==> src/rtl/vga_timing_pkg.sv <==
// vga_timing_pkg
//   Shared constants for the VGA raster timing generator.
//   - 640x480@60 default porch/sync/visible values for both axes
//   - derived default totals and the position counter width
//   - sync polarity enumeration
package vga_timing_pkg;

    localparam int H_VISIBLE_DEF = 640;
    localparam int H_FRONT_DEF   = 16;
    localparam int H_SYNC_DEF    = 96;
    localparam int H_BACK_DEF    = 48;
    localparam int V_VISIBLE_DEF = 480;
    localparam int V_FRONT_DEF   = 10;
    localparam int V_SYNC_DEF    = 2;
    localparam int V_BACK_DEF    = 33;

    localparam int H_TOTAL_DEF = H_VISIBLE_DEF + H_FRONT_DEF + H_SYNC_DEF + H_BACK_DEF;
    localparam int V_TOTAL_DEF = V_VISIBLE_DEF + V_FRONT_DEF + V_SYNC_DEF + V_BACK_DEF;

    // Position counters are this wide; an axis total may not exceed POS_RANGE.
    localparam int POS_W     = 10;
    localparam int POS_RANGE = 1 << POS_W;

    typedef enum logic {
        SYNC_ACTIVE_LOW  = 1'b0,
        SYNC_ACTIVE_HIGH = 1'b1
    } sync_pol_e;

endpackage

==> src/rtl/vga_axis_counter.sv <==
// vga_axis_counter
//   One raster axis (horizontal or vertical): a position counter that
//   runs 0..TOTAL-1 and wraps, with registered active-region and sync
//   flags that always describe the position currently held in pos.
// Ports:
//   clk    in   clock
//   reset  in   synchronous, active-low reset (pos -> TOTAL-1)
//   inc    in   advance the position by one this cycle
//   pos    out  current position
//   wrap   out  pos is at TOTAL-1, so the next inc wraps it to 0
//   active out  pos < VISIBLE
//   sync   out  SYNC_POL while pos is inside the sync window, else ~SYNC_POL
module vga_axis_counter
    import vga_timing_pkg::*;
#(
    parameter int VISIBLE  = H_VISIBLE_DEF,
    parameter int FRONT    = H_FRONT_DEF,
    parameter int SYNC     = H_SYNC_DEF,
    parameter int BACK     = H_BACK_DEF,
    parameter bit SYNC_POL = SYNC_ACTIVE_LOW
) (
    input  logic             clk,
    input  logic             reset,
    input  logic             inc,
    output logic [POS_W-1:0] pos,
    output logic             wrap,
    output logic             active,
    output logic             sync
);

    localparam int TOTAL      = VISIBLE + FRONT + SYNC + BACK;
    localparam int SYNC_FIRST = VISIBLE + FRONT;
    localparam int SYNC_LAST  = VISIBLE + FRONT + SYNC - 1;
    localparam logic [POS_W-1:0] LAST_POS = POS_W'(TOTAL - 1);

    logic [POS_W-1:0] r_pos;
    logic             r_active;
    logic             r_sync;
    logic [POS_W-1:0] w_pos_nxt;
    int               w_pos_nxt_i;

    assign wrap        = (r_pos == LAST_POS);
    assign w_pos_nxt   = wrap ? '0 : r_pos + 1'b1;
    assign w_pos_nxt_i = int'(w_pos_nxt);

    // Flags are computed from the position being loaded, so they line up
    // with pos in the same cycle rather than trailing it by one.
    always_ff @(posedge clk) begin
        if (!reset) begin
            r_pos    <= LAST_POS;
            r_active <= 1'b0;
            r_sync   <= ~SYNC_POL;
        end else if (inc) begin
            r_pos    <= w_pos_nxt;
            r_active <= (w_pos_nxt_i < VISIBLE);
            r_sync   <= (w_pos_nxt_i >= SYNC_FIRST && w_pos_nxt_i <= SYNC_LAST) ?
                        SYNC_POL : ~SYNC_POL;
        end
    end

    assign pos    = r_pos;
    assign active = r_active;
    assign sync   = r_sync;

endmodule

==> src/rtl/vga_timing_gen.sv <==
// vga_timing_gen
//   VGA raster timing generator (640x480@60 by default). Every output is a
//   register and describes the position held in hpos/vpos that cycle.
// Ports:
//   clk          in   pixel clock
//   reset        in   synchronous, active-low reset
//   ce           in   pixel-advance enable
//   hpos/vpos    out  current position (0..H_TOTAL-1 / 0..V_TOTAL-1)
//   display_on   out  position lies in the visible area
//   h_sync       out  horizontal sync at SYNC_POL level while active
//   v_sync       out  vertical sync at SYNC_POL level while active
//   line_start   out  one-cycle strobe when an advance brings hpos to 0
//   frame_start  out  one-cycle strobe when an advance brings position to (0,0)
//   frame_count  out  frames started modulo 256 (only with VGA_TIMING_FRAME_CNT_EN)
// Build option: define VGA_TIMING_FRAME_CNT_EN to add the frame_count port.
module vga_timing_gen
    import vga_timing_pkg::*;
#(
    parameter int H_VISIBLE = H_VISIBLE_DEF,
    parameter int H_FRONT   = H_FRONT_DEF,
    parameter int H_SYNC    = H_SYNC_DEF,
    parameter int H_BACK    = H_BACK_DEF,
    parameter int V_VISIBLE = V_VISIBLE_DEF,
    parameter int V_FRONT   = V_FRONT_DEF,
    parameter int V_SYNC    = V_SYNC_DEF,
    parameter int V_BACK    = V_BACK_DEF,
    parameter bit SYNC_POL  = SYNC_ACTIVE_LOW
) (
    input  logic             clk,
    input  logic             reset,
    input  logic             ce,
    output logic [POS_W-1:0] hpos,
    output logic [POS_W-1:0] vpos,
    output logic             display_on,
    output logic             h_sync,
    output logic             v_sync,
    output logic             line_start,
`ifdef VGA_TIMING_FRAME_CNT_EN
    output logic [7:0]       frame_count,
`endif
    output logic             frame_start
);

    localparam int H_TOTAL = H_VISIBLE + H_FRONT + H_SYNC + H_BACK;
    localparam int V_TOTAL = V_VISIBLE + V_FRONT + V_SYNC + V_BACK;
    localparam logic [POS_W-1:0] H_LAST_VIS = POS_W'(H_VISIBLE - 1);
    localparam logic [POS_W-1:0] V_LAST_VIS = POS_W'(V_VISIBLE - 1);

    if (H_TOTAL > POS_RANGE || V_TOTAL > POS_RANGE) begin : g_total_too_large
        $error("vga_timing_gen: H_TOTAL and V_TOTAL must not exceed the position counter range");
    end

    logic w_h_wrap, w_v_wrap, w_v_inc;
    logic w_h_active, w_v_active;
    logic w_h_act_nxt, w_v_act_nxt;
    logic r_display_on, r_line_start, r_frame_start;

    // The vertical axis steps in the same cycle the horizontal one wraps.
    assign w_v_inc = ce & w_h_wrap;

    vga_axis_counter #(
        .VISIBLE (H_VISIBLE),
        .FRONT   (H_FRONT),
        .SYNC    (H_SYNC),
        .BACK    (H_BACK),
        .SYNC_POL(SYNC_POL)
    ) u_h_axis (
        .clk   (clk),
        .reset (reset),
        .inc   (ce),
        .pos   (hpos),
        .wrap  (w_h_wrap),
        .active(w_h_active),
        .sync  (h_sync)
    );

    vga_axis_counter #(
        .VISIBLE (V_VISIBLE),
        .FRONT   (V_FRONT),
        .SYNC    (V_SYNC),
        .BACK    (V_BACK),
        .SYNC_POL(SYNC_POL)
    ) u_v_axis (
        .clk   (clk),
        .reset (reset),
        .inc   (w_v_inc),
        .pos   (vpos),
        .wrap  (w_v_wrap),
        .active(w_v_active),
        .sync  (v_sync)
    );

    // Active flags each axis will hold after an advance: entering position 0
    // turns the axis on, leaving the last visible position turns it off.
    assign w_h_act_nxt = w_h_wrap | ((hpos != H_LAST_VIS) & w_h_active);
    assign w_v_act_nxt = w_h_wrap ? (w_v_wrap | ((vpos != V_LAST_VIS) & w_v_active))
                                  : w_v_active;

    always_ff @(posedge clk) begin
        if (!reset) begin
            r_display_on  <= 1'b0;
            r_line_start  <= 1'b0;
            r_frame_start <= 1'b0;
        end else begin
            r_line_start  <= ce & w_h_wrap;
            r_frame_start <= ce & w_h_wrap & w_v_wrap;
            if (ce) begin
                r_display_on <= w_h_act_nxt & w_v_act_nxt;
            end
        end
    end

    assign display_on  = r_display_on;
    assign line_start  = r_line_start;
    assign frame_start = r_frame_start;

`ifdef VGA_TIMING_FRAME_CNT_EN
    logic [7:0] r_frame_count;

    always_ff @(posedge clk) begin
        if (!reset) begin
            r_frame_count <= 8'd0;
        end else if (ce & w_h_wrap & w_v_wrap) begin
            r_frame_count <= r_frame_count + 8'd1;
        end
    end

    assign frame_count = r_frame_count;
`endif

endmodule

==> config.mk <==
export PLATFORM = sky130hd
export DESIGN_NAME = vga_timing_gen
export DESIGN_NICKNAME = d
export VERILOG_FILES = /design/src/rtl/vga_timing_pkg.sv /design/src/rtl/vga_axis_counter.sv /design/src/rtl/vga_timing_gen.sv
export SDC_FILE = /design/constraint.sdc
export NUM_CORES = 1
export LEC_CHECK = 0
export ABC_AREA = 1
export ABC_CLOCK_PERIOD_IN_PS = 1400
export CORE_ASPECT_RATIO = 1.2
export CORE_MARGIN = 4
export CORE_UTILIZATION = 47
export CTS_CLUSTER_DIAMETER = 100
export DETAILED_ROUTE_END_ITERATION = 6
export GPL_TIMING_DRIVEN = 0
export PLACE_DENSITY = 0.75
export SLEW_MARGIN = 30
export SYNTH_ARGS = -nofsm -noshare
export SYNTH_HDL_FRONTEND = slang
export SYNTH_SLANG_ARGS = --single-unit
==> constraint.sdc <==
create_clock -name clk -period 1.4 [get_ports clk]
set_input_delay 0.28 -clock clk [delete_from_list [all_inputs] [get_ports clk]]
set_output_delay 0.28 -clock clk [all_outputs]
set_load 0.02 [all_outputs]
==> impl_metrics.py <==
metrics = {
    "floorplanning": {
        "core.rowCount": 22,
        "io_pins": 28,
        "start_util_pct": 50.2,
        "core-area_sq_um": 3140,
        "die_area_sq_um": 4350,
        "die_w_microns": 60.9,
        "die_h_microns": 71.4,
    },
    "synth": {
        "ys_warn_count": 0,
        "yosysMostFrequentCell": "nand2_1",
        "yosysUniqueCellTypes": 26,
        "yosys.area.top_type_share_pct": 34.3,
        "async_flop_share_pct": 0,
        "ys_seq_area_share_pct": 34.3,
        "synthCells": 242,
        "synthFlopType": "dfxtp_1",
        "yosysTopAreaCell": "dfxtp_1",
        "netlist_area_sq_um": 1580,
        "synth-edff-count": 0,
        "synthTopCellsByCount": "nand2_1 (63), inv_1 (32), dfxtp_1 (27)",
        "ys_ff_latch": 27,
        "synth_area_per_cell_sq_um": 6.51,
        "synth.area.top_cells": "dfxtp_1 (34%), nand2_1 (15%), a21oi_1 (7.6%)",
        "synth_fp_nets": 250,
    },
    "final_layout": {
        "final_core_util_pct": 69.9,
        "n_antenna_cell": 0,
        "n_fill_cell": 284,
        "nets": 296,
        "area_growth_pct": 39.1,
        "drive_gt1_share_pct": 32.1,
    },
    "sta": {
        "fin_crit_ps": 1580,
        "final-setup-viol-count": 22,
        "drv_slew": 0,
        "whs_ps": 353,
        "fmax_ghz": 0.632,
        "rsz0062_at_grt": "yes",
        "fin_ws_ps": -182,
        "period_share_pct": 113,
        "fin_skew_ps": 15.3,
        "worst_pin_slew_ps": 590,
        "hold_viol_final": 0,
        "relSlewSlack_pct": 60.6,
    },
    "drt": {
        "via_per_inst": 5.35,
        "routedWlPerCell_microns": 13.0,
        "dr_total_vias": 1728,
        "ant_nets": 0,
        "drtIter0Drc": 86,
        "firstDrtPassIters": 4,
        "drc": 0,
        "finalWirelength_microns": 4200,
    },
    "global_routing": {
        "grt_first_pass_wirelength_microns": 6850,
        "grt_max_degree": 17,
        "grt_pass1_vias": 1670,
        "grt_overflow": 0,
        "track_usage_pct": 20.1,
        "antenna_found_initial": 0,
    },
    "clocking": {
        "cts_sinks": 27,
        "cts_tree": "done",
        "htreeDepth": 1,
        "ctsHoldBuffers": 0,
        "clock_path_buffers": 2,
        "root_buffer": "clkbuf_4",
        "clk_latency_ps": 340,
        "numCtsBuffers": 3,
        "clk_pin_slew_ps": 160,
    },
    "worst_setup_path": {
        "critPathRequiredTime_ps": 1670,
        "critical_path_arrival_ps": 1850,
        "critPathCaptureType": "flip-flop",
        "critPathMaxFanout": 4,
        "crit_type": "reg2reg",
        "critPathLaunchType": "flip-flop",
    },
    "status": {
        "status": "finished, violations left",
        "violations": "negative setup slack",
    },
    "power_and_ir_drop": {
        "finalPower_mw": 1.93,
        "power.density_nw_per_um2": 880,
        "p_leak_nw": 1.01,
        "ir_drop_mv": 0.592,
    },
    "placement": {
        "gp_congestion": 0.855,
        "dpl.hpwl_microns": 2730,
        "portBuffers": 26,
    },
    "job": {
        "maxCapViolCount": 0,
    },
    "min_path": {
        "hp-class": "in2reg",
    },
}
[worst max-delay path, cell delays in order, from the launching register on]
cell and delay (ps):
dfxtp_4 400, ha_4 140, nand2_4 60, nor2_4 150, nand3_4 130, nor2_4 210, buf_12 130, buf_8 100
o21ai_2 50, a21oi_2 130
[where the power goes]
part	internal, mW	leakage [nW]	switching [mW]
clock	0.112	0.0183	0.244
combinational	0.263	0.773	0.420
sequential	0.827	0.223	0.0641
[cells by family after synthesis]
group                    share of synthesized area [%]
AO/OA/AOI/OAI                                     17.6
AND/OR/NAND/NOR                                   31.7
adder cells (fa/ha/maj)                           3.97
XOR/XNOR                                          1.67
buffers and inverters                             10.7
flip-flops                                        34.3
[sequential cells by signal, summed over array words and instances, names as in the netlist]
name             cells
u_h_axis.active      1
display_on           1
u_v_axis.pos        10
u_h_axis.sync        1
u_v_axis.active      1
frame_start          1
u_h_axis.pos        10
line_start           1
u_v_axis.sync        1
[layer usage]
| metal | GRT usage [%] | share of wire (%) | routed length [microns] |
|---|---|---|---|
| met1 | 22.5 | 41 | 1730 |
| met2 | 36.3 | 53 | 2210 |
| met3 | 3.06 | 4.0 | 167 |
| met4 | 8.43 | 2.2 | 94 |
| met5 | 0 | 0 | 0 |
[layout make-up]
cell class,count,area [sq um],area share (%)
clock inverters,1,6.26,0.285
repair buffers,41,342,15.6
inverters,34,130,5.93
well taps,36,45.0,2.05
clock buffers,3,22.5,1.03
plain buffers,8,51.3,2.34
multi-input cells,173,1030,47.1
flip-flops and latches,27,564,25.7
[through the flow]
step,std cells,TNS (ps),setup WS (ps),instance area (sq um)
finish,323,-2260,-182,2190
global placement,304,-3980,-328,1920
CTS,321,-1850,-167,2100
floorplan,242,-469,-91.8,1610
detailed placement,304,-4240,-348,1920
global route,323,-4880,-309,2190
[cell usage in the layout (no fill, tap or decap), drive strengths merged, types with 5 or more instances in the layout]
cell type    count
ha               5
dfxtp           27
nand3           21
clkbuf          16
nand2           64
buf             18
inv             34
dlygate4sd2     15
nor2            25
a21oi           24
o21ai           19
[timing repair]
action	4_1_cts	5_1_grt
buffers inserted	11	2
gates resized for setup	65	48
pin swaps	15	13
endpoints found under the setup margin	42	35
cloned	2	0
[final timing paths]
check                  start              end  slack, ps  cells after the start
max          u_h_axis.pos[1]  u_v_axis.pos[7]       -180                      9
min                       ce  u_h_axis.active        350                      3
max reg2reg  u_h_axis.pos[1]  u_v_axis.pos[7]       -180                      9
min reg2reg       display_on       display_on        470                      2
Note: power is estimated with default switching activity, not from simulation.
